`config.mk`:
```
export PLATFORM = sky130hd
export DESIGN_NAME = rx_video_unpack
export DESIGN_NICKNAME = d
export VERILOG_FILES = /design/src/rtl/rx_video_pkg.sv /design/src/rtl/rx_pix_fifo.sv /design/src/rtl/rx_video_unpack.sv
export SDC_FILE = /design/constraint.sdc
export NUM_CORES = 1
export LEC_CHECK = 0
export ABC_AREA = 1
export CAP_MARGIN = 20
export CORE_ASPECT_RATIO = 2
export CORE_UTILIZATION = 60
export DETAILED_ROUTE_END_ITERATION = 7
export PLACE_DENSITY = 0.83
export SLEW_MARGIN = 20
export SYNTH_ARGS = -nofsm -noshare
export SYNTH_HDL_FRONTEND = slang
export SYNTH_HIERARCHICAL = 1
export SYNTH_SLANG_ARGS = --single-unit
```
`constraint.sdc`:
```
create_clock -name clk -period 10.7 [get_ports clk]
set_clock_uncertainty 0.05 [all_clocks]
set_input_delay 1.605 -clock clk [delete_from_list [all_inputs] [get_ports clk]]
set_output_delay 1.605 -clock clk [all_outputs]
set_load 0.02 [all_outputs]
```
`src/rtl/rx_video_pkg.sv`:
```
// Shared types and defaults for the received-video unpacker: frame geometry,
// FSM states and the buffered pixel entry.
package rx_video_pkg;

  localparam int H_PIX_DEF      = 640;
  localparam int V_LINES_DEF    = 480;
  localparam int FIFO_DEPTH_DEF = 16;

  typedef enum logic {
    IDLE   = 1'b0,
    ACTIVE = 1'b1
  } state_t;

  typedef struct packed {
    logic        sof;
    logic        eol;
    logic [23:0] rgb;
  } pix_entry_t;

  // RGB444 -> RGB888 by replicating each nibble, so full scale stays full scale
  function automatic logic [23:0] expandRgb(input logic [11:0] d);
    return {d[11:8], d[11:8], d[7:4], d[7:4], d[3:0], d[3:0]};
  endfunction

endpackage

```
`src/rtl/rx_pix_fifo.sv`:
```
// First-word fall-through pixel buffer with occupancy count. The head entry is
// visible on o_data whenever the buffer is non-empty and reads as zero otherwise.
module rx_pix_fifo
  import rx_video_pkg::*;
#(
  parameter int DEPTH = FIFO_DEPTH_DEF
) (
  input  logic                     clk,
  input  logic                     rstn,
  input  logic                     i_push,
  input  pix_entry_t               i_data,
  input  logic                     i_pop,
  output pix_entry_t               o_data,
  output logic                     o_empty,
  output logic [$clog2(DEPTH):0]   o_count
);

  localparam int AW = $clog2(DEPTH);

  pix_entry_t        r_mem [DEPTH];
  logic [AW-1:0]     r_wrPtr;
  logic [AW-1:0]     r_rdPtr;
  logic [AW:0]       r_count;
  logic              w_full;
  logic              w_pop;
  logic              w_push;

  assign o_empty = (r_count == '0);
  assign w_full  = (r_count == (AW+1)'(DEPTH));
  assign w_pop   = i_pop & ~o_empty;
  // A pop in the same cycle frees the slot being written, so full+pop still accepts
  assign w_push  = i_push & (~w_full | w_pop);
  assign o_count = r_count;
  assign o_data  = o_empty ? '0 : r_mem[r_rdPtr];

  always_ff @(posedge clk) begin
    if (w_push) r_mem[r_wrPtr] <= i_data;
  end

  always_ff @(posedge clk) begin
    if (!rstn) begin
      r_wrPtr <= '0;
      r_rdPtr <= '0;
      r_count <= '0;
    end else begin
      if (w_push) r_wrPtr <= r_wrPtr + AW'(1);
      if (w_pop)  r_rdPtr <= r_rdPtr + AW'(1);
      case ({w_push, w_pop})
        2'b10:   r_count <= r_count + (AW+1)'(1);
        2'b01:   r_count <= r_count - (AW+1)'(1);
        default: r_count <= r_count;
      endcase
    end
  end

endmodule

```
`src/rtl/rx_video_unpack.sv`:
```
// Converts the RGB444 pixel stream from the radio receiver into an AXI4-Stream
// video stream with start-of-frame/end-of-line markers and sticky error flags.
module rx_video_unpack
  import rx_video_pkg::*;
#(
  parameter int H_PIX      = H_PIX_DEF,
  parameter int V_LINES    = V_LINES_DEF,
  parameter int FIFO_DEPTH = FIFO_DEPTH_DEF
) (
  input  logic        clk,
  input  logic        rstn,
  input  logic [11:0] RxData,
  input  logic        RxValid,
  input  logic        FrameSync,
  output logic [23:0] m_axis_video_tdata,
  output logic        m_axis_video_tvalid,
  input  logic        m_axis_video_tready,
  output logic        m_axis_video_tuser,
  output logic        m_axis_video_tlast,
  input  logic        ClrErr,
  output logic [1:0]  ErrStat,
  output logic [15:0] FrameCnt
);

  localparam int COL_W = $clog2(H_PIX);
  localparam int ROW_W = $clog2(V_LINES);
  localparam int CNT_W = $clog2(FIFO_DEPTH) + 1;

  state_t            r_state;
  logic [COL_W-1:0]  r_col;
  logic [ROW_W-1:0]  r_row;
  logic              r_sofPend;
  logic [1:0]        r_errStat;
  logic [15:0]       r_frameCnt;

  logic [COL_W-1:0]  w_col;
  logic [ROW_W-1:0]  w_row;
  logic              w_push;
  logic              w_pop;
  logic              w_empty;
  logic              w_drop;
  logic              w_shortFrame;
  logic              w_eol;
  logic [CNT_W-1:0]  w_count;
  pix_entry_t        w_entry;
  pix_entry_t        w_head;

  // A FrameSync coinciding with a pixel makes that pixel (0,0) of the new frame
  assign w_col   = FrameSync ? '0 : r_col;
  assign w_row   = FrameSync ? '0 : r_row;
  assign w_push  = RxValid & ((r_state == ACTIVE) | FrameSync);
  assign w_eol   = (w_col == COL_W'(H_PIX - 1));
  assign w_entry = '{sof: (FrameSync | r_sofPend), eol: w_eol, rgb: expandRgb(RxData)};

  assign w_pop        = ~w_empty & m_axis_video_tready;
  assign w_drop       = w_push & (w_count == CNT_W'(FIFO_DEPTH)) & ~w_pop;
  assign w_shortFrame = FrameSync & (r_state == ACTIVE) & ((r_col != '0) | (r_row != '0));

  rx_pix_fifo #(.DEPTH(FIFO_DEPTH)) u_fifo (
    .clk     (clk),
    .rstn    (rstn),
    .i_push  (w_push),
    .i_data  (w_entry),
    .i_pop   (m_axis_video_tready),
    .o_data  (w_head),
    .o_empty (w_empty),
    .o_count (w_count)
  );

  assign m_axis_video_tvalid = ~w_empty;
  assign m_axis_video_tdata  = w_head.rgb;
  assign m_axis_video_tuser  = w_head.sof;
  assign m_axis_video_tlast  = w_head.eol;
  assign ErrStat             = r_errStat;
  assign FrameCnt            = r_frameCnt;

  // Counters advance on dropped pixels too, so line geometry survives overflow
  always_ff @(posedge clk) begin
    if (!rstn) begin
      r_state    <= IDLE;
      r_col      <= '0;
      r_row      <= '0;
      r_sofPend  <= 1'b0;
      r_errStat  <= 2'b00;
      r_frameCnt <= 16'd0;
    end else begin
      if (FrameSync) begin
        r_state    <= ACTIVE;
        r_frameCnt <= r_frameCnt + 16'd1;
      end
      if (w_push) begin
        r_sofPend <= 1'b0;
        if (w_eol) begin
          r_col <= '0;
          r_row <= (w_row == ROW_W'(V_LINES - 1)) ? '0 : w_row + ROW_W'(1);
        end else begin
          r_col <= w_col + COL_W'(1);
          r_row <= w_row;
        end
      end else if (FrameSync) begin
        r_col     <= '0;
        r_row     <= '0;
        r_sofPend <= 1'b1;
      end
      r_errStat <= (ClrErr ? 2'b00 : r_errStat) | {w_shortFrame, w_drop};
    end
  end

endmodule
```
==> flow_summary.yaml <==
status:
  status: "completed"
floorplan:
  die_area_mm2: 0.0335
  die_x_um: 130
  coreArea_mm2: 0.0322
  rows: 93
  num_io_pins: 63
  fp.dieH_um: 258
  start_util_pct: 61.0
setup_path:
  rr_startpoint: "r_state"
  startpoint_type: "flip-flop"
  r2r-end: "u_fifo/r_mem[11][22]"
  crit_required_ns: 9.05
  cp_max_fo: 109
  cp-end-kind: "output pin"
  r2r_slack_ns: 7.55
  cp.arrival_ns: 4.77
  crit_type: "flip-flop to output pin"
  reg2reg_depth: 7
final_layout:
  stdcell_area_mm2: 0.0218
  final_net_count: 1868
  area_growth_pct: 10.8
  fin_cells: 2298
  layout-drive-gt1-share_pct: 6.90
detailed_routing:
  dr_total_vias: 13837
  routed_wl_um: 47200
  wire_per_inst_um: 20.5
  drt_iter0_drc: 1600
  viasPerCell: 6.02
  antenna_left: 0
  route.detailed.drc: 0
  firstDrtPassIters: 5
yosys:
  synth_cell_types: 39
  yosysTopAreaCell: "edfxtp_1"
  yosysMostFrequentCell: "nand2_1"
  syn_nets: 1835
  synthTopCellsByCount: "nand2_1, edfxtp_1, nand3_1, nor2_1, a21oi_1"
  synth_top_area_share_pct: 63.5
  syn-cell-area_mm2: 0.0197
  synth_edf_count: 416
  ys_seq_area_share_pct: 69.2
  ys.flop_type: "edfxtp_1"
  ys_seq_elements: 472
  ys_top_cells_by_area: "edfxtp_1, nand2_1, nand3_1"
  synth_cells: 1806
  synthArstFlopShare_pct: 0
  yosys_warnings: 6
  avgSynthCellArea_um2: 10.9
hold_path:
  hold_path_end: "ErrStat[1]"
  holdPathStages: 2
  hold_class: "flip-flop to flip-flop"
  worstHoldStart: "ErrStat[1]"
power:
  peakVddDrop_mv: 0.146
  power_density_mw_per_mm2: 208
  p_leak_nw: 7.89
clock_network:
  clock_sinks: 472
  clk_latency_ns: 0.55
  cts_hold_buf: 0
  clock_path_buffers: 3
  cts_tree: "done"
  ctsResizeCount: 0
  path_clk_slew_ns: 0.06
  cts_setup_buffers: 0
  cts_made_buffers: 39
  cts_max_level: 2
  cts_root_buffer: "clkbuf_16"
sta:
  min_period_ns: 6.43
  finalMaxSlewViolations: 0
  worst-slew-pin-transition_ns: 1.16
  timing.final.hold_violations: 0
  fmax_mhz: 156
  slew_headroom_pct: 22.3
  fin_worst_hold_slack_ns: 0.429
  grt_setup_unrepaired: "false"
  period_share_pct: 60.1
  setup_violations: 0
  final.setup.tns_ns: 0
  setup_ws_ns: 4.27
global_routing:
  grt_max_degree: 110
  grt_pass1_vias: 13368
  antenna_found_initial: 1
  overflow: 0
  grt_pass1_wl_um: 70700
  grt_usage_pct: 28.3
placed_design:
  pre_cts_ws_ns: 5.24
  numPortBuffers: 62
  postPlaceCellArea_mm2: 0.0206
  gp_congestion: 0.896
  placedCellCount: 2225
  dp_hpwl_um: 26100
flow_run:
  drv_cap: 0
## per-stage QoR
stage | util [%] | power, mW
CTS | 67.6 | 4.50
global placement | 63.8 | 3.13
floorplan | - | 2.80
global route | 67.6 | 4.69
finish | 67.6 | 4.52
detailed placement | 63.8 | 3.16
## how the worst max path moves through the flow
stage | to | slack, ns | cells after the start
2_1_floorplan | u_fifo/r_mem[1][0] | 6.03 | 6
3_3_place_gp | m_axis_video_tdata[14] | 5.21 | 9
3_5_place_dp | m_axis_video_tdata[12] | 5.24 | 9
4_1_cts | m_axis_video_tdata[12] | 4.63 | 9
5_1_grt | m_axis_video_tdata[20] | 4.15 | 9
6_report | m_axis_video_tdata[20] | 4.27 | 9
## where the power goes
part           switching, mW  total [mW]  internal, mW  leakage [nW]
sequential            0.0543        2.09          2.04          4.20
combinational          0.732        1.07         0.337          3.09
clock                  0.637        1.36         0.723         0.594
## worst max-delay path, cell delays in order (launching register included)
cell,delay [ns]
dfxtp_4,0.60
inv_6,0.68
buf_4,0.92
nand2_1,0.11
nand3_1,0.12
nand3_1,0.08
nand2_1,0.22
nand2_1,0.08
a21oi_1,0.44
clkdlybuf4s50_1,0.71
## final cells by class
type                            instances  area (µm²)
Sequential cell                       472       13600
Fill cell                            2235       10500
Multi-Input combinational cell       1180        5380
Clock buffer                           46        1030
Timing Repair Buffer                   86         791
Tap cell                              427         534
Inverter                               60         241
Clock inverter                         26         174
Antenna cell                            1        2.50
## cells by family after synthesis
kind of cell | synth area share (%)
AND/OR/NAND/NOR | 23.6
XOR/XNOR | 0.267
adder cells (fa/ha/maj) | 0.738
flip-flops | 69.2
AO/OA/AOI/OAI | 2.35
buffers and inverters | 3.81
## registers in the layout, summed over array words and instances, names as in the netlist, named ones only
name	count
r_col	10
ErrStat	2
r_row	9
u_fifo/o_count	5
u_fifo/r_mem	416
r_sofPend	1
u_fifo/r_rdPtr	4
r_state	1
u_fifo/r_wrPtr	4
FrameCnt	16
## cell usage in the layout, fill, tap and decap left out, types with 2 or more instances in the layout
master	synthesis	routed
inv_2	5	4
clkbuf_1	28	5
dfxtp_1	56	53
inv_1	51	51
dfxtp_4	0	2
clkinv_1	3	12
nand4_1	5	5
nor3_2	2	14
o22ai_1	2	2
buf_2	41	2
nor2_8	2	2
clkinv_2	0	8
xor2_1	4	4
clkdlybuf4s50_1	0	60
o21ai_1	5	5
clkbuf_16	0	40
nand2_4	3	3
nor3_1	16	4
ha_1	10	10
edfxtp_1	416	416
nand3b_1	2	2
nand3_1	346	346
buf_4	8	24
o21ai_0	17	17
and3_1	2	2
nor2_1	68	64
nand2_1	617	617
nor2_4	3	5
nor2_2	3	5
xnor2_1	2	2
clkinv_4	0	2
nand2_2	3	3
a21oi_1	60	60
inv_6	0	4
## metal layers
layer  GRT usage, %  part of all wire (%)  vias to the layer above
li1               -                     -                     6291
met1           31.8                    33                     6531
met2           49.3                    52                      832
met3           4.97                   9.2                      183
met4           17.1                   6.1                        0
met5              0                     0                        -
(Power assumes the default switching activity.)
